--- src/rtl/vram_arbiter.sv ---
// Fixed-priority arbiter for the single-port text RAM: video read > clear sweep > terminal.
// Owns the screen-clear FSM and routes the 1-cycle-latency read data back to its requester.
module vram_arbiter #(
  parameter int                ADDR_W = 12,
  parameter int                DATA_W = 16,
  parameter int                DEPTH  = 2400,
  parameter logic [DATA_W-1:0] BLANK  = 16'h0720
) (
  input  logic              clk,
  input  logic              rst,
  input  logic              vid_req,
  input  logic [ADDR_W-1:0] vid_addr,
  output logic [DATA_W-1:0] vid_rdata,
  output logic              vid_valid,
  input  logic              term_req,
  input  logic              term_we,
  input  logic [ADDR_W-1:0] term_addr,
  input  logic [DATA_W-1:0] term_wdata,
  output logic              term_ack,
  output logic [DATA_W-1:0] term_rdata,
  output logic              term_rvalid,
  input  logic              clr_start,
  output logic              clr_busy,
  output logic              clr_done,
  output logic [ADDR_W-1:0] mem_addr,
  output logic [DATA_W-1:0] mem_wdata,
  output logic              mem_we,
  input  logic [DATA_W-1:0] mem_rdata
);

  localparam logic [ADDR_W-1:0] LAST = ADDR_W'(DEPTH - 1);

  typedef enum logic {S_IDLE, S_CLEAR} state_t;

  state_t            state_q, state_d;
  logic [ADDR_W-1:0] clr_ptr_q, clr_ptr_d;
  logic              clr_done_q, clr_done_d;
  logic              rd_pend_q, rd_pend_d;
  logic              rd_tag_q, rd_tag_d;   // 0 = video, 1 = terminal
  logic              rd_oor_q, rd_oor_d;

  logic gnt_vid, gnt_clr, gnt_term, term_oor;

  assign clr_busy = (state_q == S_CLEAR);
  assign term_oor = (term_addr > LAST);

  // Grants are suppressed while rst is high so nothing touches the RAM during reset.
  assign gnt_vid  = !rst && vid_req;
  assign gnt_clr  = !rst && !vid_req && clr_busy;
  assign gnt_term = !rst && !vid_req && !clr_busy && term_req;

  always_ff @(posedge clk) begin
    if (rst) begin
      state_q    <= S_IDLE;
      clr_ptr_q  <= '0;
      clr_done_q <= 1'b0;
      rd_pend_q  <= 1'b0;
      rd_tag_q   <= 1'b0;
      rd_oor_q   <= 1'b0;
    end else begin
      state_q    <= state_d;
      clr_ptr_q  <= clr_ptr_d;
      clr_done_q <= clr_done_d;
      rd_pend_q  <= rd_pend_d;
      rd_tag_q   <= rd_tag_d;
      rd_oor_q   <= rd_oor_d;
    end
  end

  // A restart wins over completion, so an aborted pass never pulses clr_done.
  always_comb begin
    state_d    = state_q;
    clr_ptr_d  = clr_ptr_q;
    clr_done_d = 1'b0;
    case (state_q)
      S_IDLE: begin
        if (clr_start) begin
          state_d   = S_CLEAR;
          clr_ptr_d = '0;
        end
      end
      S_CLEAR: begin
        if (clr_start) begin
          clr_ptr_d = '0;
        end else if (gnt_clr) begin
          if (clr_ptr_q == LAST) begin
            state_d    = S_IDLE;
            clr_ptr_d  = '0;
            clr_done_d = 1'b1;
          end else begin
            clr_ptr_d = clr_ptr_q + 1'b1;
          end
        end
      end
      default: state_d = S_IDLE;
    endcase
  end

  always_comb begin
    mem_addr  = '0;
    mem_wdata = '0;
    mem_we    = 1'b0;
    term_ack  = 1'b0;
    rd_pend_d = 1'b0;
    rd_tag_d  = 1'b0;
    rd_oor_d  = 1'b0;
    if (gnt_vid) begin
      mem_addr  = vid_addr;
      rd_pend_d = 1'b1;
    end else if (gnt_clr) begin
      mem_addr  = clr_ptr_q;
      mem_wdata = BLANK;
      mem_we    = 1'b1;
    end else if (gnt_term) begin
      term_ack  = 1'b1;
      mem_addr  = term_addr;
      mem_wdata = term_we ? term_wdata : '0;
      mem_we    = term_we && !term_oor;
      rd_pend_d = !term_we;
      rd_tag_d  = 1'b1;
      rd_oor_d  = term_oor;
    end
  end

  assign clr_done    = clr_done_q;
  assign vid_valid   = rd_pend_q && !rd_tag_q;
  assign term_rvalid = rd_pend_q && rd_tag_q;
  assign vid_rdata   = vid_valid ? mem_rdata : '0;
  assign term_rdata  = (term_rvalid && !rd_oor_q) ? mem_rdata : '0;

endmodule
--- config.mk ---
export PLATFORM = sky130hd
export DESIGN_NAME = vram_arbiter
export DESIGN_NICKNAME = d
export VERILOG_FILES = /design/src/rtl/vram_arbiter.sv
export SDC_FILE = /design/constraint.sdc
export NUM_CORES = 1
export LEC_CHECK = 0
export BUFFER_PORTS_ARGS = -buffer_cell sky130_fd_sc_hd__buf_4
export CORE_MARGIN = 3
export CORE_UTILIZATION = 39
export DETAILED_ROUTE_END_ITERATION = 16
export GPL_ROUTABILITY_DRIVEN = 0
export GPL_TIMING_DRIVEN = 0
export HOLD_SLACK_MARGIN = 0.06
export PLACE_DENSITY = 0.91
export SKIP_LAST_GASP = 1
export SYNTH_ARGS = -nofsm -noshare
export SYNTH_HDL_FRONTEND = slang
export SYNTH_SLANG_ARGS = --single-unit
--- constraint.sdc ---
create_clock -name clk -period 2.5 [get_ports clk]
set_input_delay 0.5 -clock clk [delete_from_list [all_inputs] [get_ports clk]]
set_output_delay 0.5 -clock clk [all_outputs]
set_load 0.01 [all_outputs]
==> flow_metrics.py, run 1 <==
metrics = {
    "synthesis": {
        "ys_seq_area_share_pct": 25.4,
        "synth_top_family_by_area": "simple AND/OR/NAND/NOR gates",
        "ys_ff_latch": 17,
        "yosys_warnings": 0,
        "yosys.area_share.simple_pct": 40.5,
        "syn-instance-count": 173,
        "netlist_top_cells_count": "and2_1, dfxtp_1, and3_1, inv_1, nor2_1",
        "synth.area.mux_share_pct": 0,
        "ys.flop_type": "dfxtp_1",
        "synth_area_leaders": "dfxtp_1, and2_1, a222oi_1",
        "synth-xor-area-share_pct": 5.23,
        "syn-mean-instance-area_um2": 7.75,
        "synthAdderAreaFrac_pct": 0.934,
        "synth_top_area_share_pct": 25.4,
        "synth_edf_count": 0,
        "synthMostInstantiatedCell": "and2_1",
        "syn-cell-area_mm2": 0.00134,
        "syn_nets": 236,
        "synth-compound-area-share_pct": 21.4,
        "yosys.area.top_type": "dfxtp_1",
        "yosysUniqueCellTypes": 35,
        "async_flop_share_pct": 0,
    },
    "critical_path": {
        "r2r-end": "clr_ptr_q[3]",
        "worstPathArrival_ns": 1.86,
        "rr_worst_depth": 4,
        "crit_start": "clr_busy",
        "r2r_setup_slack_ns": 0.68,
        "critPathMaxFanout": 10,
        "critPathLaunchType": "flip-flop",
        "crit_path_end_kind": "output port",
        "criticalPathCategory": "reg2out",
        "r2r_start": "clr_ptr_q[7]",
        "crit_end": "mem_addr[8]",
        "critPathRequiredTime_ns": 2.00,
    },
    "placed_design": {
        "placed_cell_area_mm2": 0.00234,
        "io_buffers": 126,
        "dpl.hpwl_mm": 4.47,
        "place_ws_ns": 0.0453,
    },
    "finish": {
        "nNetsFinal": 370,
        "multi_input_area_um2": 912,
        "regArea_um2": 340,
        "layout-drive-gt1-share_pct": 46.1,
        "antenna_cells": 0,
        "fill_cells": 263,
        "design_area_mm2": 0.00239,
        "area_delta_synth_final_pct": 78.4,
        "utilization_pct": 75.8,
    },
    "detailed_routing": {
        "ant_nets": 0,
        "via_per_inst": 5.16,
        "drc": 0,
        "drt_first_pass_iters": 4,
        "post_drt_wl_per_cell_um": 15.3,
        "vias": 1806,
        "drt-initial-drc-count": 95,
        "wl_mm": 5.37,
    },
    "floorplanning": {
        "core_area_mm2": 0.00315,
        "die_x_um": 64.6,
        "die_area_mm2": 0.00418,
        "die_h_um": 64.6,
        "io_pins": 128,
        "start_util_pct": 42.5,
        "rows": 20,
    },
    "grt": {
        "grt_pass1_wl_mm": 8.17,
        "first_global_vias": 1654,
        "grt_overflow": 0,
        "antenna_found_initial": 0,
        "grt_max_degree": 11,
        "grt.total_usage_pct": 24.4,
    },
    "timing": {
        "setup_viol": 0,
        "timing.final.ws_setup_ns": 0.142,
        "setup_tns_ns": 0,
        "worst_slew_pin_slew_ns": 0.539,
        "timing.fmax_mhz": 424,
        "maxSlewViolCount": 0,
        "rsz0062_at_grt": "false",
        "whs_ns": 0.436,
        "hold_viol_final": 0,
        "final.period_utilization_pct": 94.3,
        "slew_headroom_pct": 63.5,
        "finClkSkew_ns": 0.00758,
        "fin_crit_ns": 2.36,
    },
    "power": {
        "p_leak_nw": 1.34,
        "power_frac_comb_pct": 35.1,
        "clock_power_share_pct": 22.6,
        "p_int_w": 0.000468,
        "power_switching_w": 0.000190,
        "swShare_pct": 28.9,
        "power_density_mw_per_mm2": 275,
        "irDropWorstVdd_mv": 0.237,
        "seqPwrFrac_pct": 42.2,
    },
    "clock_network": {
        "htree_num_levels": 1,
        "cts_buffers": 3,
        "clk_latency_ns": 0.29,
        "numClockSinks": 17,
        "hold_buffers": 0,
        "cts-root-buf": "clkbuf_4",
        "cts_tree": "done",
        "clk_pin_slew_ns": 0.11,
        "clk_path_buf_depth": 2,
    },
    "worst_hold_path": {
        "min-delay-start": "vid_req",
        "hold_path_class": "in2reg",
    },
    "run": {
        "maxCapViolCount": 0,
    },
    "run_status": {
        "status": "completed",
    },
}
==> layer usage <==
layer / GRT usage [%] / share of wire, %
met1: 26.5 / 37
met4: 5.01 / 1.4
met5: 0 / 0
met2: 47.4 / 53
met3: 5.55 / 8.7
==> cell type report <==
type	count	share of cell area [%]
Tap cell	44	2.30
Timing Repair Buffer	129	40.5
Inverter	12	1.88
Multi-Input combinational cell	134	38.1
Clock inverter	1	0.209
Buffer	10	1.78
Clock buffer	3	0.942
Sequential cell	17	14.2
==> stage by stage <==
step / power (W) / instances
floorplan: 0.000366 / 173
global placement: 0.000508 / 343
detailed placement: 0.000513 / 343
CTS: 0.000660 / 350
global route: 0.000690 / 350
finish: 0.000658 / 350
==> kinds of logic after synthesis <==
kind of cell / count (synthesis)
buffers and inverters: 22
DFF: 17
and+or+nand+nor: 88
AOI/OAI and AO/OA: 37
adders and majority gates: 1
xor gates and xnor gates: 8
==> how the worst min path moves through the flow <==
stage | to | slack [ns] | cells after the start
after floorplan | clr_ptr_q[11] | 0.47 | 2
after global placement | clr_ptr_q[11] | 0.49 | 2
after detailed placement | clr_ptr_q[11] | 0.49 | 2
after CTS | rd_tag_q | 0.44 | 2
after global routing | rd_tag_q | 0.44 | 2
final | rd_tag_q | 0.44 | 2
==> power by group through the flow <==
stage	registers [W]	clock network (W)	logic [W]
finish	0.000278	0.000149	0.000231
global route	0.000279	0.000162	0.000249
detailed placement	0.000284	0	0.000229
global placement	0.000284	0	0.000224
floorplan	0.000284	0	0.0000821
CTS	0.000278	0.000150	0.000232
==> critical path, stage by stage (launching register included) <==
cell,delay [ns]
dfxtp_1,0.48
nor3b_4,0.26
buf_2,0.26
buf_2,0.25
a222oi_1,0.10
inv_1,0.10
buf_4,0.12
==> sequential cells by signal, indices dropped and copies added, names as in the netlist <==
register	flops
clr_busy	1
clr_done	1
rd_tag_q	1
rd_oor_q	1
rd_pend_q	1
clr_ptr_q	12
==> cells in the final DEF, fill, tap and decap left out, types with 2 or more instances in the layout <==
cell type  synthesis  final
o211ai_1           2      2
nor4b_1            2      2
a222oi_1          10     10
o21ai_0            3      3
a21oi_1            3      3
o2111ai_1          2      2
nor2b_1            3      3
a21o_1             6      6
o21ai_1            4      4
clkbuf_1           6      6
a21boi_1           2      2
xor2_1             8      8
clkbuf_4           0      3
buf_2              4      4
nand2_1            8      8
nor2_1            11     11
inv_1             12     12
buf_4              0    129
and2_1            35     35
nand3_1            2      2
or3_1              2      2
a22oi_1            2      2
and3_1            16     16
dfxtp_1           17     17
==> timing repair <==
item,in CTS,in global routing
setup buffers,3,0
resized for setup,0,0
setup endpoints to repair,4,0
Power figures use the tool's default switching activity.
==> run 2: changes to the inputs <==
CORE_UTILIZATION = 35   (was 39)
PLACE_DENSITY = 0.84   (was 0.91)
RECOVER_POWER = 25   (was unset)
==> flow_metrics.py, run 2 (same netlist as run 1, synthesis figures left out) <==
metrics = {
    "timing": {
        "setup_tns_ns": 0,
        "final.period_utilization_pct": 91.1,
        "hold_viol_final": 0,
        "fin_crit_ns": 2.28,
        "slew_headroom_pct": 28.1,
        "maxSlewViolCount": 0,
        "whs_ns": 0.484,
        "rsz0062_at_grt": "false",
        "worst_slew_pin_slew_ns": 1.07,
        "setup_viol": 0,
        "finClkSkew_ns": 0.00784,
        "timing.fmax_mhz": 439,
    },
    "run_status": {
        "status": "finished, violations left",
        "violations": "DRC",
    },
    "finish": {
        "nNetsFinal": 370,
        "fill_cells": 317,
        "regArea_um2": 342,
        "final_common_cell": "buf_4",
        "layout-drive-gt1-share_pct": 45.1,
        "area_delta_synth_final_pct": 79.4,
        "regMostFlops": "clr_ptr_q",
        "largest_reg_flops": 12,
        "final_cell_mix": "buf_4, and2_1, and3_1, dfxtp_1, inv_1",
        "multi_input_area_um2": 908,
        "antenna_cells": 0,
    },
    "detailed_routing": {
        "drt_first_pass_iters": 11,
        "post_drt_wl_per_cell_um": 14.6,
        "ant_nets": 0,
        "vias": 1802,
        "wl_mm": 5.15,
        "drt-initial-drc-count": 109,
        "drc": 1,
        "via_per_inst": 5.12,
    },
    "floorplanning": {
        "die_h_um": 67.9,
        "die_x_um": 67.9,
        "start_util_pct": 38.1,
        "die_area_mm2": 0.00461,
        "io_pins": 128,
        "core_area_mm2": 0.00352,
        "rows": 21,
    },
    "power": {
        "power_w": 0.000721,
        "p_leak_nw": 1.33,
        "power_density_mw_per_mm2": 300,
        "irDropWorstVdd_mv": 0.294,
    },
    "grt": {
        "grt.total_usage_pct": 20.9,
        "antenna_found_initial": 0,
        "first_global_vias": 1630,
        "grt_max_degree": 12,
        "grt_overflow": 0,
        "grt_pass1_wl_mm": 7.49,
    },
    "critical_path": {
        "worstPathArrival_ns": 1.78,
        "criticalPathCategory": "in2out",
        "critPathLaunchType": "primary input",
        "crit_path_end_kind": "output port",
        "critPathRequiredTime_ns": 2.00,
        "critPathMaxFanout": 10,
    },
    "clock_network": {
        "cts_tree": "done",
        "htree_num_levels": 1,
        "cts-root-buf": "clkbuf_8",
        "clk_latency_ns": 0.26,
        "cts_buffers": 3,
        "clk_pin_slew_ns": 0.07,
        "numClockSinks": 17,
        "hold_buffers": 0,
        "clk_path_buf_depth": 2,
    },
    "worst_hold_path": {
        "hold_path_class": "in2reg",
    },
    "placed_design": {
        "io_buffers": 126,
        "dpl.hpwl_mm": 4.19,
    },
    "run": {
        "maxCapViolCount": 0,
    },
}
run 2: critical path: stages:
cell and delay, ns:
buf_4 0.15, nor4b_4 0.36, clkbuf_1 0.37, a222oi_1 0.19, inv_1 0.09, buf_4 0.11
run 2: what timing repair did:
action,in CTS,in global routing
gates resized for setup,0,1
endpoints found under the setup margin,4,10
setup buffers,1,2
pin swaps,1,0
run 2: layer usage:
layer | vias up | part of all wire, % | GRT usage (%)
met1 | 819 | 35 | 23.4
met3 | 7 | 11 | 4.60
met5 | - | 0 | 0
met4 | 0 | 1.2 | 4.47
met2 | 93 | 53 | 40.0
li1 | 883 | - | -
run 2: layout make-up:
class | instances | area share, %
clock buffers | 3 | 1.72
repair buffers | 129 | 40.0
multi-input cells | 134 | 37.8
inverters | 12 | 1.87
flip-flops and latches | 17 | 14.2
plain buffers | 10 | 1.72
clock inverters | 1 | 0.312
well taps | 46 | 2.39
run 2: through the flow:
stage	std cells	area (um2)	worst slack, ns	util [%]
2_1_floorplan	173	1340	0.436	-
3_3_place_gp	345	2340	0.0490	66.6
3_5_place_dp	345	2340	0.00539	66.6
4_1_cts	350	2400	0.0204	68.2
5_1_grt	352	2400	0.0703	68.3
6_report	352	2400	0.224	68.3
run 2: report_power, final:
group / switching [W] / internal (W)
combinational: 0.0000941 / 0.000133
sequential: 0.00000381 / 0.000275
clock: 0.000103 / 0.000113
total: 0.000200 / 0.000520
run 2: worst paths after layout:
| path | end | depth (start not counted) | slack, ns | start |
|---|---|---|---|---|
| setup / recovery | mem_addr[10] | 6 | 0.22 | vid_req |
| hold reg to reg | clr_ptr_q[11] | 2 | 0.52 | clr_ptr_q[11] |
| setup reg to reg | clr_ptr_q[6] | 4 | 0.28 | clr_ptr_q[8] |
| hold / removal | rd_tag_q | 2 | 0.48 | vid_req |
